File: src/rtl/alu_result_wb.sv
// ALU result writeback stage: resolves branches and overflow exceptions as one-cycle
// pulses, and queues register-file writes in a FIFO drained through a valid/ready port.
module alu_result_wb #(
  parameter int DEPTH = 4,
  parameter int TID_W = 2
) (
  input  logic                       clk,
  input  logic                       rst,
  input  logic                       in_valid,
  output logic                       in_ready,
  input  logic [TID_W-1:0]           in_tid,
  input  logic [4:0]                 in_rd,
  input  logic                       in_wen,
  input  logic [31:0]                in_data,
  input  logic                       in_eq,
  input  logic                       in_lt,
  input  logic                       in_ovf,
  input  logic [1:0]                 in_br,
  output logic                       br_valid,
  output logic [TID_W-1:0]           br_tid,
  output logic                       br_taken,
  output logic                       exc_valid,
  output logic [TID_W-1:0]           exc_tid,
  output logic                       wb_valid,
  input  logic                       wb_ready,
  output logic [TID_W-1:0]           wb_tid,
  output logic [4:0]                 wb_rd,
  output logic [31:0]                wb_data,
  output logic [$clog2(DEPTH):0]     count
);

  localparam int AW = $clog2(DEPTH);
  localparam int CW = AW + 1;
  localparam int EW = TID_W + 5 + 32;

  // Handshakes: a transfer happens on a rising edge exactly when valid and ready are
  // both high; valid never depends on ready, and in_ready is purely occupancy based
  // (no bypass when full, even if the head is popping in the same cycle).

  logic [EW-1:0] r_mem [DEPTH];
  logic [AW-1:0] r_wptr;
  logic [AW-1:0] r_rptr;
  logic [CW-1:0] r_count;
  logic          r_br_valid;
  logic          r_br_taken;
  logic [TID_W-1:0] r_br_tid;
  logic          r_exc_valid;
  logic [TID_W-1:0] r_exc_tid;

  logic          w_accept;
  logic          w_is_exc;
  logic          w_is_br;
  logic          w_enq;
  logic          w_pop;
  logic          w_taken;
  logic [EW-1:0] w_head;

  assign in_ready = (r_count != CW'(DEPTH));
  assign wb_valid = (r_count != '0);
  assign w_accept = in_valid & in_ready;
  assign w_pop    = wb_valid & wb_ready;

  // Overflow wins over branch resolution; only plain writes to rd != 0 are queued.
  assign w_is_exc = w_accept & in_ovf;
  assign w_is_br  = w_accept & ~in_ovf & (in_br != 2'b00);
  assign w_enq    = w_accept & ~in_ovf & (in_br == 2'b00) & in_wen & (in_rd != 5'd0);

  always_comb begin
    w_taken = 1'b0;
    case (in_br)
      2'b01:   w_taken = in_eq;
      2'b10:   w_taken = ~in_eq;
      2'b11:   w_taken = in_lt;
      default: w_taken = 1'b0;
    endcase
  end

  assign w_head  = r_mem[r_rptr];
  assign wb_tid  = w_head[EW-1 -: TID_W];
  assign wb_rd   = w_head[36:32];
  assign wb_data = w_head[31:0];

  assign count     = r_count;
  assign br_valid  = r_br_valid;
  assign br_taken  = r_br_taken;
  assign br_tid    = r_br_tid;
  assign exc_valid = r_exc_valid;
  assign exc_tid   = r_exc_tid;

  always_ff @(posedge clk) begin
    if (!rst && w_enq) begin
      r_mem[r_wptr] <= {in_tid, in_rd, in_data};
    end
  end

  always_ff @(posedge clk) begin
    if (rst) begin
      r_wptr      <= '0;
      r_rptr      <= '0;
      r_count     <= '0;
      r_br_valid  <= 1'b0;
      r_br_taken  <= 1'b0;
      r_br_tid    <= '0;
      r_exc_valid <= 1'b0;
      r_exc_tid   <= '0;
    end else begin
      if (w_enq) r_wptr <= r_wptr + 1'b1;
      if (w_pop) r_rptr <= r_rptr + 1'b1;
      case ({w_enq, w_pop})
        2'b10:   r_count <= r_count + 1'b1;
        2'b01:   r_count <= r_count - 1'b1;
        default: r_count <= r_count;
      endcase
      r_br_valid  <= w_is_br;
      r_br_taken  <= w_is_br & w_taken;
      if (w_is_br) r_br_tid <= in_tid;
      r_exc_valid <= w_is_exc;
      if (w_is_exc) r_exc_tid <= in_tid;
    end
  end

endmodule

File: config.mk
export PLATFORM = sky130hd
export DESIGN_NAME = alu_result_wb
export DESIGN_NICKNAME = d
export VERILOG_FILES = /design/src/rtl/alu_result_wb.sv
export SDC_FILE = /design/constraint.sdc
export NUM_CORES = 1
export LEC_CHECK = 0
export ABC_AREA = 1
export BUFFER_PORTS_ARGS = -buffer_cell sky130_fd_sc_hd__buf_2
export CORE_MARGIN = 5
export CORE_UTILIZATION = 30
export CTS_CLUSTER_DIAMETER = 150
export DETAILED_ROUTE_END_ITERATION = 10
export GPL_TIMING_DRIVEN = 0
export PLACE_DENSITY = 0.58
export SYNTH_ARGS = -nofsm -noshare
export SYNTH_HDL_FRONTEND = slang
export SYNTH_SLANG_ARGS = --single-unit
File: constraint.sdc
create_clock -name clk -period 4.15 [get_ports clk]
set_input_delay 0.415 -clock clk [delete_from_list [all_inputs] [get_ports clk]]
set_output_delay 0.415 -clock clk [all_outputs]
set_load 0.05 [all_outputs]
==> results of run 1 <==
## worst max-delay path by stage
| stage | slack, ns | startpoint | depth (start not counted) | to |
|---|---|---|---|---|
| 6_report | 1.67 | flop | 4 | wb_data[15] |
| 5_1_grt | 1.47 | flop | 5 | wb_data[6] |
| 4_1_cts | 1.64 | flop | 4 | wb_data[10] |
| 3_5_place_dp | 1.70 | in_br[1] | 9 | r_mem[3][16] |
| 3_3_place_gp | -0.50 | in_br[1] | 8 | r_mem[3][21] |
| 2_1_floorplan | 0.74 | count[0] | 6 | r_mem[1][0] |
## area by class of cell
type                       count  share of cell area, %
antenna                        1                0.03078
buffer                        26                  2.047
clock buffer                  19                  5.325
clock inverter                13                  1.447
inverter                      26                  1.231
multi-input combinational    264                  16.61
sequential                   172                  61.56
tap                          280                  4.309
timing repair buffer         103                  7.448
## critical path, cell delays in order, from the launching register on
cell and delay (ns):
dfxtp_1 0.42, clkbuf_1 0.48, o21ai_0 0.19, o22ai_1 0.25, buf_2 0.31
## placed cells by master, fill, tap and decap left out
cell and instances:
nor2_2 1, a21oi_1 8, inv_6 2, nand2_1 17
clkbuf_1 6, inv_2 3, dfxtp_1 16, nand2_4 2
buf_2 109, nor4_1 1, buf_6 5, clkbuf_16 17
o22ai_1 39, nand3_1 2, o21ai_0 81, nand3_2 2
ha_1 5, clkinvlp_4 5, bufinv_16 1, nor2_4 5
inv_4 1, o21ai_2 1, edfxtp_1 156, inv_1 22
fa_1 1, nand4_2 1, nor3_1 1, o21ai_1 2
buf_4 4, nor2_1 95, buf_16 4, clkbuf_2 3
clkinv_4 2, clkinv_2 3, diode_2 1
## power breakdown
group	switching (mW)	internal, mW	total [mW]
Combinational	0.182	0.0644	0.246
Clock	0.645	0.827	1.47
Sequential	0.00468	1.90	1.90
Total	0.831	2.79	3.62
## kinds of logic (layout without fill, tap and decap cells)
group                      count (synthesis)  in the layout  synth area share (%)
DFF                                      172            172                 75.90
other                                      0              1                     0
buffers and inverters                     52            187                 4.042
AOI/OAI and AO/OA                        131            131                 10.74
adders and majority gates                  6              6                 1.252
and+or+nand+nor                          127            127                 8.064
## state kept, by name, summed over array words and instances (netlist names), named ones only
signal	cells
exc_valid	1
count	3
br_tid	2
r_wptr	2
r_rptr	2
br_valid	1
r_mem	156
exc_tid	2
br_taken	1
## stage by stage
stage	total power [mW]	setup TNS, ns	worst slack [ns]
2_1_floorplan	2.094	0	0.7441
3_3_place_gp	2.184	-48.15	-0.4969
3_5_place_dp	2.188	0	1.702
4_1_cts	3.659	0	1.643
5_1_grt	3.758	0	1.470
6_report	3.618	0	1.670
## metal layers
metal | GRT usage (%) | wire, um | up-vias
li1 | - | - | 2023
met1 | 15.82 | 6701 | 1931
met2 | 20.32 | 7261 | 85
met3 | 4.104 | 917 | 9
met4 | 3.899 | 108 | 2
met5 | 0 | 13 | -
## synthesized netlist by cell type, types with 3 or more instances
master | n | area share [%]
o21ai_0 | 81 | 6.1
a21oi_1 | 8 | 0.61
inv_1 | 22 | 1.3
ha_1 | 5 | 0.95
inv_2 | 3 | 0.17
buf_4 | 4 | 0.46
o22ai_1 | 39 | 3.7
buf_2 | 10 | 0.76
clkbuf_2 | 3 | 0.23
edfxtp_1 | 156 | 71
buf_6 | 5 | 0.85
nand2_1 | 17 | 0.97
dfxtp_1 | 16 | 4.9
nor2_1 | 98 | 5.6
clkbuf_1 | 4 | 0.23
==> results.cfg, run 1 <==
[outcome]
status = finished, final reports clean

[final_layout]
regArea_um2 = 5005
final_nets = 665
multi_input_area_um2 = 1350
syn2layout_area_growth_pct = 23.30
final_cells = 904
drive_gt1_share_pct = 27.45
fill_cells = 2146
postLayoutCoreUtil_pct = 37.37
finalInstanceArea_um2 = 8130

[floorplan]
dieArea_um2 = 25040
pin_count = 100
row_count = 54
core_um2 = 21760
start_util_pct = 30.31
die_h_um = 158.3
dieWidth_um = 158.3

[setup_path]
rr_startpoint = count[1]
critPathRequiredTime_ns = 3.73
r2r_slack_ns = 1.99
endpoint_kind = primary output
worstSetupPathType = flop to primary output
worstPathArrival_ns = 2.06
r2r_end = r_mem[3][21]
crit_fanout = 10
crit_path_start_kind = flop
ff2ff_path_depth = 7

[sta]
setup_viol_count_final = 0
holdWs_ns = 0.2075
period_minus_slack_ns = 2.480
finalMaxSlewViolations = 0
rsz0062_at_grt = no
clock.fmax_ghz = 0.4033
worstMarginPinSlew_ns = 0.8416
hold_viol_final = 0
maxSlewHeadroom_pct = 43.76
fin_worst_skew_ns = 0.01257
timing.final.crit_share_pct = 59.76

[job]
cap_violations = 0

[placement]
dp_cells = 871
port_buffers = 99
place_area_um2 = 7577
post-dp-hpwl_mm = 9.842
gp_congestion = 0.7070

[synthesis]
synth_ff_type = edfxtp_1
syn_area_um2 = 6594
synth_fp_nets = 543
synth-seq-cells = 172
synth-edff-count = 156
synth_area_per_cell_um2 = 13.51
yosys_warnings = 0
ys_async_sr_fraction_pct = 0
yosysSeqAreaShare_pct = 75.90
synth_cells = 488
synth_cell_types = 27

[global_routing]
grt_pass1_wl_mm = 23.14
grt_use_total_pct = 12.46
grt_max_degree = 25
grt_overflow = 0
antenna_found_initial = 1
grt_pass1_vias = 4126

[cts]
cts_setup_buffers = 0
cts_sinks = 172
numCtsBuffers = 17
cts-root-buf = clkbuf_16
clk_path_buf_depth = 2
h-tree-depth = 4
cts.reportedPaths.clkPinSlew_ns = 0.06
tritoncts = built
insertion_delay_ns = 0.42
hold_buffers = 0
cts_resized = 0

[detailed_routing]
detail_route.wl_per_cell_um = 16.59
wirelength_mm = 15.00
via_count = 4050
drcViolationCount = 0
first_iter_violations = 169
drtPass1Iterations = 4
ant_nets = 0
viasPerCell = 4.480

[power]
ir_worst_vdd_uv = 287.6
p_per_area_nw_per_um2 = 444.9
p_leak_nw = 2.906

[min_path]
min_delay_path_depth = 1
hold_class = input pin to flop
hp-start = in_data[23]
hold_path_end = r_mem[1][23]
(Power assumes the default switching activity.)
==> run 2: changes to the inputs <==
Clock period 4.15 ns to 2.58 ns, I/O delays scaled along.
==> run 2 against run 1 <==
Effect of this change:
- cell count fell by 0.11%
- via count rose by 1.1%
- sequential power rose by 61%
- power rose by 64%
- first-iteration DRC count rose by 36%
- sequential share of layout area fell by 0.20 points
- clock skew fell by 0.0036 ns
==> results.cfg, run 2 (same netlist as run 1, synthesis figures left out) <==
[power]
switching_share_pct = 22.23
internal-power_mw = 4.617
combinationalPowerShare_pct = 6.7
p_clk_share_pct = 41.8
p_leak_nw = 2.934
p_sw_mw = 1.320
p_per_area_nw_per_um2 = 727.9
ir_worst_vdd_uv = 353.2
p_seq_share_pct = 51.5
finalPower_mw = 5.937

[cts]
cts_setup_buffers = 0
cts-root-buf = clkbuf_16
insertion_delay_ns = 0.43
cts_resized = 0
numCtsBuffers = 17
cts.reportedPaths.clkPinSlew_ns = 0.06
h-tree-depth = 4
clk_path_buf_depth = 2
hold_buffers = 0
tritoncts = built
cts_sinks = 172

[placement]
post-dp-hpwl_mm = 9.918
port_buffers = 99
dp_cells = 871
gp_congestion = 0.6794
place_area_um2 = 7570

[setup_path]
endpoint_kind = primary output
worstSetupPathType = flop to primary output
rr_startpoint = count[1]
crit_path_start_kind = flop
worstPathArrival_ns = 2.01
r2r_end = r_mem[3][12]
critPathRequiredTime_ns = 2.32
r2r_slack_ns = 0.39
ff2ff_path_depth = 7
crit_fanout = 10

[floorplan]
row_count = 54
start_util_pct = 30.31
dieArea_um2 = 25040
core_um2 = 21760
pin_count = 100
dieWidth_um = 158.3
die_h_um = 158.3

[detailed_routing]
drcViolationCount = 0
first_iter_violations = 229
via_count = 4096
drtPass1Iterations = 4
detail_route.wl_per_cell_um = 16.95
ant_nets = 0
wirelength_mm = 15.31
viasPerCell = 4.536

[final_layout]
regMostFlops = r_mem
final_cell_mix = edfxtp_1, buf_2, nor2_1
final_cells = 903
fill_cells = 2137
layout_commonest_cell = edfxtp_1
syn2layout_area_growth_pct = 23.70
finalInstanceArea_um2 = 8157
antenna_cells = 0
regArea_um2 = 5005
multi_input_area_um2 = 1350
final_nets = 665
drive_gt1_share_pct = 26.97
largest_reg_flops = 156

[sta]
hold_viol_final = 0
finalMaxSlewViolations = 0
fin_worst_skew_ns = 0.009007
maxSlewHeadroom_pct = 43.54
setup_viol_count_final = 0
rsz0062_at_grt = no
clock.fmax_ghz = 0.4400
worstMarginPinSlew_ns = 0.8449
period_minus_slack_ns = 2.273
timing.final.crit_share_pct = 88.10

[global_routing]
grt_overflow = 0
antenna_found_initial = 3
grt_pass1_wl_mm = 23.43
grt_pass1_vias = 4111
grt_max_degree = 24
grt_use_total_pct = 12.61

[min_path]
hp-start = in_data[20]
min_delay_path_depth = 1
hold_path_end = r_mem[0][20]
hold_class = input pin to flop

[job]
cap_violations = 0

[outcome]
status = finished, final reports clean
## run 2: worst max-delay path by stage
stage	start	depth (start not counted)	end	slack (ns)
finish	flop	4	wb_data[21]	0.31
CTS	flop	4	wb_data[15]	0.24
global route	flop	4	wb_data[15]	0.09
global placement	in_br[1]	8	r_mem[0][14]	-0.69
floorplan	count[0]	6	r_mem[0][0]	-0.19
detailed placement	in_br[1]	9	r_mem[0][12]	0.32
## run 2: cell type report
type | instances | area share (%)
well taps | 280 | 4.295
plain buffers | 26 | 2.040
clock inverters | 7 | 0.5676
clock buffers | 25 | 6.627
multi-input cells | 264 | 16.55
repair buffers | 103 | 7.332
flip-flops and latches | 172 | 61.36
inverters | 26 | 1.227
## run 2: per-layer routing
metal  part of all wire, %  global-route usage [%]
met5                  0.22                       0
met4                   1.2                   3.859
met3                   6.0                   4.566
met2                    49                   20.63
met1                    44                   15.74
## run 2: per-stage QoR
stage / hold slack, ns / TNS (ns) / worst slack [ns] / util, %
detailed placement: 0.4452 / 0 / 0.3176 / 34.79
global route: 0.02145 / 0 / 0.09318 / 37.49
global placement: 0.4338 / -98.53 / -0.6949 / 34.23
floorplan: 0.3304 / -28.94 / -0.1855 / -
finish: 0.03524 / 0 / 0.3070 / 37.49
CTS: 0.02700 / 0 / 0.2354 / 37.49
## run 2: worst max-delay path, cell delays in order, from the launching register on
cell and delay, ns:
dfxtp_1 0.40, clkbuf_1 0.45, o21ai_0 0.17, o22ai_1 0.25
buf_2 0.31
## run 2: power groups by stage
stage | Sequential (mW) | Clock, mW | Combinational [mW]
4_1_cts | 3.06 | 2.54 | 0.405
3_3_place_gp | 3.12 | 0 | 0.400
6_report | 3.06 | 2.48 | 0.397
3_5_place_dp | 3.12 | 0 | 0.405
2_1_floorplan | 3.14 | 0 | 0.224
5_1_grt | 3.06 | 2.67 | 0.431
